[config.mk]
export PLATFORM = sky130hd
export DESIGN_NAME = key_led_mode_flat
export DESIGN_NICKNAME = d
export VERILOG_FILES = /design/src/rtl/key_led_mode_if.sv /design/src/rtl/key_led_mode.sv /design/src/flat_wrapper.sv
export SDC_FILE = /design/constraint.sdc
export NUM_CORES = 1
export LEC_CHECK = 0
export ABC_AREA = 0
export CAP_MARGIN = 20
export CELL_PAD_IN_SITES_DETAIL_PLACEMENT = 0
export CELL_PAD_IN_SITES_GLOBAL_PLACEMENT = 1
export CORE_MARGIN = 3
export CORE_UTILIZATION = 42
export CTS_CLUSTER_DIAMETER = 40
export CTS_CLUSTER_SIZE = 24
export DETAILED_ROUTE_END_ITERATION = 16
export PLACE_DENSITY_LB_ADDON = 0.1
export SLEW_MARGIN = 15
export SYNTH_ARGS = -nofsm -noshare
export SYNTH_HDL_FRONTEND = slang
export SYNTH_SLANG_ARGS = --single-unit
[constraint.sdc]
create_clock -name clk -period 5 [get_ports clk]
set_clock_uncertainty 0.15 [all_clocks]
set_input_delay 1 -clock clk [delete_from_list [all_inputs] [get_ports clk]]
set_output_delay 1 -clock clk [all_outputs]
set_load 0.05 [all_outputs]
[src/rtl/key_led_mode_if.sv]
// key_led_mode_if: groups the key press pulses and the LED/mode/speed
// outputs of key_led_mode. The slave modport is the LED controller; the
// master modport is whoever drives the keys and watches the display.
interface key_led_mode_if;
    logic [3:0] key_flag;
    logic [3:0] led_out;
    logic [1:0] mode;
    logic [1:0] speed;

    modport master (
        output key_flag,
        input  led_out,
        input  mode,
        input  speed
    );

    modport slave (
        input  key_flag,
        output led_out,
        output mode,
        output speed
    );
endinterface

[src/rtl/key_led_mode.sv]
// key_led_mode: turns debounced key press pulses into a 4-LED display.
// key_flag[0]/[1] step the display mode forward/backward
// (OFF, ALL_ON, BLINK, RUN). key_flag[3]/[2] slow down/speed up the
// animation, whose step period is BASE_TICKS << speed.
// Optional feature macro: KEY_LED_PINGPONG_EN -- when defined, RUN mode
// bounces the lit LED between the ends instead of rotating it.
module key_led_mode #(
    parameter int BASE_TICKS = 6_250_000,
    parameter int CNT_W      = 26
) (
    input  logic          clk,
    input  logic          rst_n,
    key_led_mode_if.slave bus
);

    typedef enum logic [1:0] {
        MODE_OFF    = 2'd0,
        MODE_ALL_ON = 2'd1,
        MODE_BLINK  = 2'd2,
        MODE_RUN    = 2'd3
    } mode_t;

    localparam logic [CNT_W-1:0] BASE = CNT_W'(BASE_TICKS);

    mode_t            r_mode;
    mode_t            w_mode_nxt;
    logic [1:0]       r_speed;
    logic [1:0]       w_speed_nxt;
    logic [CNT_W-1:0] r_cnt;
    logic [CNT_W-1:0] w_cnt_nxt;
    logic [CNT_W-1:0] w_period;
    logic [3:0]       r_led;
    logic [3:0]       w_led_nxt;
    logic             w_tick;
    logic             w_mode_chg;
    logic             w_key_next;
    logic             w_key_prev;
    logic             w_key_fast;
    logic             w_key_slow;
`ifdef KEY_LED_PINGPONG_EN
    logic             r_dir_up;
    logic             w_dir_up_nxt;
`endif

    // Simultaneous opposing keys cancel, so only "alone" presses act.
    assign w_key_next = bus.key_flag[0] & ~bus.key_flag[1];
    assign w_key_prev = bus.key_flag[1] & ~bus.key_flag[0];
    assign w_key_fast = bus.key_flag[2] & ~bus.key_flag[3];
    assign w_key_slow = bus.key_flag[3] & ~bus.key_flag[2];
    assign w_mode_chg = w_key_next | w_key_prev;

    // ">=" (not "==") lets a speed-up that shrinks the period below the
    // current count fire a step on the very next cycle.
    assign w_period = BASE << r_speed;
    assign w_tick   = (r_cnt >= (w_period - CNT_W'(1)));

    // Next-state for mode, speed, tick counter and LED pattern.
    always_comb begin
        w_mode_nxt  = r_mode;
        w_speed_nxt = r_speed;
        w_cnt_nxt   = r_cnt + CNT_W'(1);
        w_led_nxt   = r_led;
`ifdef KEY_LED_PINGPONG_EN
        w_dir_up_nxt = r_dir_up;
`endif

        if (w_key_next) begin
            w_mode_nxt = mode_t'(r_mode + 2'd1);
        end else if (w_key_prev) begin
            w_mode_nxt = mode_t'(r_mode - 2'd1);
        end

        if (w_key_slow && (r_speed != 2'd3)) begin
            w_speed_nxt = r_speed + 2'd1;
        end else if (w_key_fast && (r_speed != 2'd0)) begin
            w_speed_nxt = r_speed - 2'd1;
        end

        // A mode change beats a coincident tick: load the entry pattern and
        // restart the period so the first step is a full period away.
        if (w_mode_chg) begin
            w_cnt_nxt = '0;
            case (w_mode_nxt)
                MODE_OFF:    w_led_nxt = 4'b0000;
                MODE_ALL_ON: w_led_nxt = 4'b1111;
                MODE_BLINK:  w_led_nxt = 4'b1111;
                MODE_RUN:    w_led_nxt = 4'b0001;
                default:     w_led_nxt = 4'b0000;
            endcase
`ifdef KEY_LED_PINGPONG_EN
            w_dir_up_nxt = 1'b1;
`endif
        end else if (w_tick) begin
            w_cnt_nxt = '0;
            case (r_mode)
                MODE_BLINK: w_led_nxt = ~r_led;
                MODE_RUN: begin
`ifdef KEY_LED_PINGPONG_EN
                    // Reverse at the end LED so it is lit for one step only.
                    if (r_dir_up) begin
                        if (r_led[3]) begin
                            w_led_nxt    = 4'b0100;
                            w_dir_up_nxt = 1'b0;
                        end else begin
                            w_led_nxt = {r_led[2:0], 1'b0};
                        end
                    end else begin
                        if (r_led[0]) begin
                            w_led_nxt    = 4'b0010;
                            w_dir_up_nxt = 1'b1;
                        end else begin
                            w_led_nxt = {1'b0, r_led[3:1]};
                        end
                    end
`else
                    w_led_nxt = {r_led[2:0], r_led[3]};
`endif
                end
                default: w_led_nxt = r_led;
            endcase
        end
    end

    // State registers; reset takes effect immediately, mid-step or not.
    always_ff @(posedge clk or negedge rst_n) begin
        if (!rst_n) begin
            r_mode  <= MODE_OFF;
            r_speed <= 2'd0;
            r_cnt   <= '0;
            r_led   <= 4'b0000;
`ifdef KEY_LED_PINGPONG_EN
            r_dir_up <= 1'b1;
`endif
        end else begin
            r_mode  <= w_mode_nxt;
            r_speed <= w_speed_nxt;
            r_cnt   <= w_cnt_nxt;
            r_led   <= w_led_nxt;
`ifdef KEY_LED_PINGPONG_EN
            r_dir_up <= w_dir_up_nxt;
`endif
        end
    end

    assign bus.led_out = r_led;
    assign bus.mode    = r_mode;
    assign bus.speed   = r_speed;

endmodule
[src/flat_wrapper.sv]
// flat-port wrapper written by rule: the top's interface ports become plain ports
module key_led_mode_flat 
#(
    parameter int BASE_TICKS = 6_250_000,
    parameter int CNT_W      = 26
)
  (clk, rst_n, bus_key_flag, bus_led_out, bus_mode, bus_speed);
  key_led_mode_if bus_i ();
  input  logic clk;
  input  logic rst_n;
  input wire logic [$bits(bus_i.key_flag)-1:0] bus_key_flag;
  output wire logic [$bits(bus_i.led_out)-1:0] bus_led_out;
  output wire logic [$bits(bus_i.mode)-1:0] bus_mode;
  output wire logic [$bits(bus_i.speed)-1:0] bus_speed;
  assign bus_i.key_flag = bus_key_flag;
  assign bus_led_out = bus_i.led_out;
  assign bus_mode = bus_i.mode;
  assign bus_speed = bus_i.speed;
  key_led_mode #(.BASE_TICKS(BASE_TICKS), .CNT_W(CNT_W)) u_core (.clk(clk), .rst_n(rst_n), .bus(bus_i));
endmodule
* Yosys cells after proc, flatten, opt, wreduce, memory -nomap -nowiden
Index checks and enable logic that the tools add are counted. W data, S select, Z words.
Word-level totals: input port bits 6, word-level logic and storage cells 47, bits in registers 34
Operators by class: mux-type cells 10, magnitude comparators 1, shift operators 1, reduce and logical (&&, ||, !) cells 9, eq/ne operators 6, add/subtract/negate cells 6, bitwise operators 10
Operators with widths (number):
- $mux W26 | 2
- $add A26 B1 Y26 const B | 1
- $ge A26 B26 Y1 | 1
- $shl A23 B2 Y26 const A | 1
- $sub A26 B1 Y26 const B | 1
- $pmux W4 S3 | 1
- $eq A2 B2 Y1 const B | 4
- $mux W2 | 4
- $mux W4 | 2
- $pmux W4 S2 | 1
- $reduce_bool A2 Y1 | 3
- $add A2 B1 Y2 const B | 2
- $and A1 B1 Y1 | 4
- $not A1 Y1 | 4
- $not A4 Y4 | 1
- $sub A2 B1 Y2 const B | 2
- $reduce_bool A3 Y1 | 1
- $eq A2 B1 Y1 const B | 1
- $logic_and A1 B1 Y1 | 2
- $logic_not A2 Y1 | 1
- $ne A2 B2 Y1 const B | 1
- $reduce_and A2 Y1 | 1
- $reduce_or A2 Y1 | 1
- $or A1 B1 Y1 | 1

* Depth between registers and ports, before layout
Gate-level depths: netlist of the first run.
depth in word-level cells 8, gate-level depth with buffers 11, depth with buffers taken out 10

* Worst setup path before layout of the first run
OpenSTA, ideal clock, no wires.
path kind reg-to-reg, from reg u_core.r_speed[1], in the netlist u_core.bus.speed[1], to reg u_core.r_led[1], in the netlist u_core.bus.led_out[1], arrival time 2.694 ns, path buffers 0, path slack 2.031 ns, stages on the path, launching flop included 10, period minus slack after synthesis 2.969 ns, data required time 4.725 ns, setup time 0.125 ns, cells stage by stage dfrtp_1 -> inv_1 -> nor2_1 -> ha_1 -> a211o_1 -> a221oi_2 -> nor3_1 -> o31ai_4 -> a22oi_4 -> mux2_4
Between the ends: cells in the longest elaborated chain, start to end 5
RTL lines:
- start, declared | line key_led_mode.sv:27 | logic [1:0] r_speed;
- start signal, assigned | line key_led_mode.sv:136 | r_speed <= w_speed_nxt;
- $shl A23 B2 Y26 | line key_led_mode.sv:54 | assign w_period = BASE << r_speed;
- $sub A26 B1 Y26 | line key_led_mode.sv:55 | assign w_tick = (r_cnt >= (w_period - CNT_W'(1)));
- $ge A26 B26 Y1 | line key_led_mode.sv:55
- $reduce_bool A2 Y1 (no line)
- $reduce_and A2 Y1 (no line)
- end signal, assigned | line key_led_mode.sv:138 | r_led <= w_led_nxt;
- end, declared | line key_led_mode.sv:32 | logic [3:0] r_led;
No other way between the ends. A chain may end at the register's enable or synchronous reset.

* Worst setup path after layout of the first run
from reg u_core.r_speed[0], in the netlist u_core.bus.speed[0], to reg u_core.r_cnt[3]
Between the ends: cells in the longest elaborated chain, start to end 5
RTL lines:
- $shl A23 B2 Y26 | line key_led_mode.sv:54
- $sub A26 B1 Y26 | line key_led_mode.sv:55
- $ge A26 B26 Y1 | line key_led_mode.sv:55
- $mux W26 | line key_led_mode.sv:93 | end else if (w_tick) begin
- $mux W26 | line key_led_mode.sv:81 | if (w_mode_chg) begin
- via u_core.w_cnt_nxt[3] | line key_led_mode.sv:30 | logic [CNT_W-1:0] w_cnt_nxt;
- end signal, assigned | line key_led_mode.sv:137 | r_cnt <= w_cnt_nxt;
- end, declared | line key_led_mode.sv:29 | logic [CNT_W-1:0] r_cnt;
The timed path passes the listed nets, and every way through them passes these cells.

==> metrics.md, run 1 <==
| Metric | Value |
|---|---|
| Critical-path top delay cell | `dfrtp_1` |
| Worst-path clk slew | `approximately 80 ps` |
| Io pins | `14` |
| CP required | `5060 ps` |
| Ant diodes | `0` |
| Critical Path AT | `3180 ps` |
| P&R area growth vs syn | `12.3%` |
| Final Cell Area | `around 0.0026 sq mm` |
| Fmax | `roughly 320 MHz` |
| CTS tree | `yes` |
| PostCTS Resize Cnt | `0` |
| Least-Margin Pin Slew | `just under 800 ps` |
| Synth warn | `0` |
| CP Capture Type | `flip-flop` |
| Num CTS Buffers | `5` |
| TritonCTS Sinks | `34` |
| Status | `completed` |
| Antenna-violating nets left | `0` |
| Leak | `0.00126 uW` |
| Mapped Cells | `roughly 240` |
| Avg WL per Cell | `around 14 um` |
| Maximum vdd drop | `259 uV` |
| Most frequent cell after synthesis | `nor2_1` |
| Worst min path class | `reg2reg` |
| Compound-Gate Fraction of Synth Area | `about an eighth` |
| IO buf count | `13` |
| Startpoint Class | `flip-flop` |
| # rows | `26` |
| RePlAce Congestion | `0.777` |
| Via count | `roughly 1600` |
| CTS H-tree lvls | `2` |
| Hold buffers post-CTS | `0` |
| First-pass GRT wire length | `just under 8000 um` |
| GRT Overall Usage | `approximately 15%` |
| Post-layout util | `between 50% and 60%` |
| Avg Cell Area, Syn | `around 9.7 sq um` |
| Period utilisation layout | `a little over three fifths` |
| Clock Path Buffers | `2` |
| Main combinational cell family by area after synthesis | `simple AND/OR/NAND/NOR gates` |
| Power Density | `between 400 and 500 mW/mm^2` |
| Delay-heaviest family, CP | `simple AND/OR/NAND/NOR gates` |
| Simple-gate portion of the synthesized area | `between 10% and 20%` |
| Drt initial violations | `49` |
| Buffers & Inverters on Critical Path | `1` |
| Vias in the first global route | `~1600` |
| Placed Instance Area | `around 0.0025 sq mm` |
| Post-route DRC | `0` |
| Nets | `288` |
| Finished Layout Cells | `328` |
| Cell Area, Synth | `approximately 0.0024 sq mm` |
| Top FF cell, synth | `dfrtp_1` |
| Placeable Area | `between 0.005 and 0.006 sq mm` |
| TNS Setup | `0 ps` |
| Crit Path Category | `reg2reg` |
| CP dominant cell by count | `nor2_1` |
| DP Wirelength | `3410 um` |
| Max Cap Viol | `0` |
| Register-to-register setup slack | `about 1900 ps` |
| Die Y-Extent | `80.9 um` |
| Number of flops mapped to enable cells by yosys | `0` |
| Die Area | `roughly 0.0065 sq mm` |
| Synth area leaders | `dfrtp_1 (36%), ha_1 (13%), nor2_1 (5.7%), xor2_1 (5.2%), xnor2_1 (4.5%)` |
| Post-Place Cells | `320` |
| Multiplexer area fraction after synthesis | `under 10%` |
| Clock Tree Root | `clkbuf_8` |
| Synth Area in Adders | `13.7%` |
| Area fraction of the dominant cell type after synthesis | `a little over a third` |
| # fillers | `about 530` |
| Max-Slew Margin vs Limit | `48.6%` |
| Post-synthesis register bit count | `34` |
| Critical-path cell list | `inv_1 > nor2_1 > ha_1 > a211o_1 > a221oi_2 > nor3_1 > o31ai_4 > nand2_2 > nor2_1` |
| DR vias/cell | `roughly 5` |
| Total iterations of the first detailed-routing run | `4` |
| Post-synthesis xor/xnor area fraction | `10.8%` |
| Starting density of the core | `44.7%` |
| RSZ-0062 raised after global routing | `no` |
| Crit-path max FO | `24` |
| Max incr delay on CP | `500 ps` |
| Fin. Hold Viols | `0` |
| Synth cell count leaders | `nor2_1 (36), dfrtp_1 (34), ha_1 (25)` |
| Final count of negative-setup-slack endpoints | `0` |
| Post-CTS setup buffers | `0` |
| Register area share after synthesis | `36.2%` |
| Yosys cell types | `44` |
| Post-synth ARST share | `100%` |
| Final WL | `around 4600 um` |
| Final Critical Period | `roughly 3100 ps` |
| Initial antenna violation count | `0` |
| Largest net degree at the start of global routing | `35` |
| Final Max Slew Viols | `0` |
| Pwr Total | `about 1200 uW` |
| Area leader, netlist | `dfrtp_1` |
| Layout cells sized above 1 | `9.30%` |
| Grt ovf | `0` |
| Clock latency on the worst-skew pair | `280 ps` |
| Die Wd | `~80 um` |
-- layer usage --
metal	wire length, um	track usage, %
met5	0	0
met4	30	4.56
met3	148	3.10
met2	2000	23.9
met1	2400	21.9
-- metrics by stage --
step | setup slack, ps | hold WS, ps
finish | 1880 | 338
global route | 1620 | 370
CTS | 1810 | 340
detailed placement | 1690 | 329
global placement | 1740 | 322
floorplan | 2030 | 298
-- cells by family (layout without fill, tap and decap cells) --
| group | count (synthesis) | after routing |
|---|---|---|
| AO/OA/AOI/OAI | 32 | 32 |
| XOR/XNOR | 27 | 27 |
| adder cells (fa/ha/maj) | 26 | 26 |
| buffers and inverters | 24 | 37 |
| flip-flops | 34 | 34 |
| multiplexers | 6 | 6 |
| other | 2 | 4 |
| AND/OR/NAND/NOR | 92 | 92 |
-- registers in the layout (all words and copies together) (netlist names) --
signal	count
u_core.bus.led_out	4
u_core.bus.speed	2
u_core.bus.mode	2
u_core.r_cnt	26
-- path summary, 6_finish.rpt --
path | from | end | cells after the start
max | u_core.bus.speed[0] | u_core.r_cnt[3] | 9
min | u_core.r_cnt[0] | u_core.r_cnt[0] | 1
max reg2reg | u_core.bus.speed[0] | u_core.r_cnt[3] | 9
min reg2reg | u_core.r_cnt[0] | u_core.r_cnt[0] | 1
max in group asynchronous | rst_n | u_core.r_cnt[22] | 1
min in group asynchronous | rst_n | u_core.r_cnt[17] | 1
-- report_power, final --
part / total (uW) / switching [uW] / internal, uW / leakage, uW
Clock: 258 / 109 / 148 / 0.0000504
Combinational: 531 / 324 / 207 / 0.000762
Sequential: 367 / 54.4 / 312 / 0.000451
-- cells in the final DEF, fill, tap and decap left out, drive strengths merged, types with 4 or more instances in the layout --
cell type and count:
nor2 36, dfrtp 34, ha 25, nand2 17
inv 16, xor2 14, xnor2 13, clkdlybuf4s50 12
a21oi 11, nand3 10, nand4 8, and3 6
nor3 5, clkbuf 5, a21o 4, conb 4
-- worst reg2reg max path: stages (launching register included) --
cell and delay [ps]:
dfrtp_1 500, inv_1 200, nor2_1 300, ha_1 310, a211o_1 270, a221oi_2 220
nor3_1 110, o31ai_4 390, nand2_2 380, nor2_1 220
-- final cells by class --
type	count	area, sq um	share of cell area (%)
multi-input cells	187	1410	53.2
flip-flops and latches	34	851	32.2
repair buffers	13	125	4.73
well taps	70	87.6	3.31
clock buffers	5	68.8	2.60
inverters	16	60.1	2.27
clock inverters	3	45.0	1.70
Power figures use the tool's default switching activity.
==> inputs of run 2 (changes only) <==
==> constraint.sdc (replaced) <==
create_clock -name clk -period 2.8 [get_ports clk]
set_clock_uncertainty 0.15 [all_clocks]
set_input_delay 0.56 -clock clk [delete_from_list [all_inputs] [get_ports clk]]
set_output_delay 0.56 -clock clk [all_outputs]
set_load 0.05 [all_outputs]
==> run 2 against run 1 <==
  * Core utilization increased by 1.5 points
  * Fmax rose by 18%
  * Register-to-register slack lost 1700 ps
  * Via count up 4.6%
  * Clock-buffer cell count grew 2
  * Critical path type unchanged
  * Largest cell class unchanged
  * Highest routed layer unchanged
==> metrics.md, run 2 (same netlist as run 1, synthesis figures left out) <==
| Metric | Value |
|---|---|
| Status | `completed` |
| Drt initial violations | `48` |
| DR vias/cell | `between 5 and 6` |
| PostCTS Resize Cnt | `0` |
| Power Density | `750 mW/mm^2` |
| Worst setup path start | `u_core.bus.speed[0]` |
| CTS H-tree lvls | `2` |
| Hold buffers post-CTS | `0` |
| Period utilisation layout | `94.5%` |
| Worst-path clk slew | `~80 ps` |
| Die Wd | `80.9 um` |
| Io pins | `14` |
| Largest register by flop count | `u_core.r_cnt` |
| # rows | `26` |
| DP Wirelength | `about 3700 um` |
| Via count | `1713` |
| CP required | `roughly 2800 ps` |
| Largest net degree at the start of global routing | `35` |
| Delay-heaviest family, CP | `compound AO/OA/AOI/OAI gates` |
| Critical-path cell list | `nor2_1 > inv_1 > ha_1 > nand2_1 > o21a_1 > o41ai_4 > o31ai_4 > a22oi_4 > mux2_4` |
| Largest register FFs | `26` |
| TritonCTS Sinks | `34` |
| Crit-path max FO | `7` |
| Num CTS Buffers | `5` |
| Final Max Slew Viols | `0` |
| Starting density of the core | `roughly 45%` |
| TNS Setup | `0 ps` |
| Critical Path AT | `roughly 2700 ps` |
| R2r worst-path depth | `9` |
| Post-layout util | `just over 50%` |
| Die Area | `0.00654 sq mm` |
| Crit Path Category | `reg2reg` |
| Vias in the first global route | `about 1600` |
| Layout cells sized above 1 | `between 10 and 15%` |
| P&R area growth vs syn | `15.6%` |
| RePlAce Congestion | `roughly 0.80` |
| Buffers & Inverters on Critical Path | `1` |
| Max Cap Viol | `0` |
| Fin. Hold Viols | `0` |
| Ant diodes | `0` |
| Critical-path top delay cell | `dfrtp_2` |
| Antenna-violating nets left | `0` |
| Avg WL per Cell | `14.0 um` |
| Leading cell types in the layout, fill and taps excluded | `nor2_1 (35), dfrtp_1 (32), ha_1 (25)` |
| Post-CTS setup buffers | `0` |
| R2r startpoint | `u_core.bus.speed[0]` |
| Final WL | `around 4800 um` |
| CP Capture Type | `flip-flop` |
| Register-to-register setup slack | `between 150 and 200 ps` |
| First-pass GRT wire length | `~8000 um` |
| Pwr Total | `approximately 2000 uW` |
| CTS tree | `yes` |
| Die Y-Extent | `80.9 um` |
| Clock Tree Root | `clkbuf_8` |
| Nets | `300` |
| Post-route DRC | `0` |
| Reg-to-reg endpoint | `u_core.bus.led_out[3]` |
| Clock latency on the worst-skew pair | `roughly 290 ps` |
| # fillers | `around 520` |
| Fmax | `around 380 MHz` |
| Initial antenna violation count | `0` |
| Final count of negative-setup-slack endpoints | `0` |
| Placeable Area | `around 0.0053 sq mm` |
| Max incr delay on CP | `between 400 and 500 ps` |
| Max-Slew Margin vs Limit | `47.1%` |
| Placed Instance Area | `0.00262 sq mm` |
| Startpoint Class | `flip-flop` |
| Commonest non-fill, non-tap cell in the layout | `nor2_1` |
| RSZ-0062 raised after global routing | `no` |
| Least-Margin Pin Slew | `794 ps` |
| GRT Overall Usage | `around 16%` |
| Worst min path class | `in2async` |
| Leak | `between 0.001 and 0.0015 uW` |
| Total iterations of the first detailed-routing run | `4` |
| Grt ovf | `0` |
| Clock Path Buffers | `2` |
| IO buf count | `13` |
| Maximum vdd drop | `approximately 540 uV` |
| Final Cell Area | `0.00272 sq mm` |
| Final Critical Period | `between 2000 and 3000 ps` |
## run 2: per-stage QoR
stage | cells | worst slack [ps] | hold slack, ps
finish | 340 | 153 | 208
global route | 340 | 1.91 | 268
CTS | 340 | 60.7 | 234
detailed placement | 332 | 31.2 | 332
global placement | 332 | 74.0 | 323
floorplan | 245 | 34.3 | 114
## run 2: worst max-delay path by stage
stage / to / slack, ps / cells after the start
2_1_floorplan: u_core.bus.led_out[1] / 30 / 9
3_3_place_gp: u_core.bus.led_out[3] / 70 / 10
3_5_place_dp: u_core.bus.led_out[3] / 30 / 10
4_1_cts: u_core.r_cnt[21] / 60 / 11
5_1_grt: u_core.r_cnt[21] / 2 / 10
6_report: u_core.bus.led_out[3] / 150 / 9
## run 2: final cells by class
class / instances / area, sq um / share of cell area (%)
Sequential cell: 34 / 853 / 31.4
Tap cell: 70 / 87.6 / 3.22
Inverter: 16 / 60.1 / 2.21
Clock inverter: 1 / 5.00 / 0.184
Clock buffer: 7 / 86.3 / 3.17
Multi-Input combinational cell: 187 / 1410 / 52.0
Timing Repair Buffer: 25 / 215 / 7.91
## run 2: per-layer routing
layer	GRT usage, %	share of wire [%]
met3	3.44	2.7
met1	22.3	51
met5	0	0
met4	4.73	1.3
met2	25.0	45
## run 2: where the power goes
| group | total (uW) | switching [uW] | internal (uW) |
|---|---|---|---|
| logic | 1010 | 597 | 417 |
| registers | 646 | 85.7 | 561 |
| clock network | 381 | 183 | 198 |
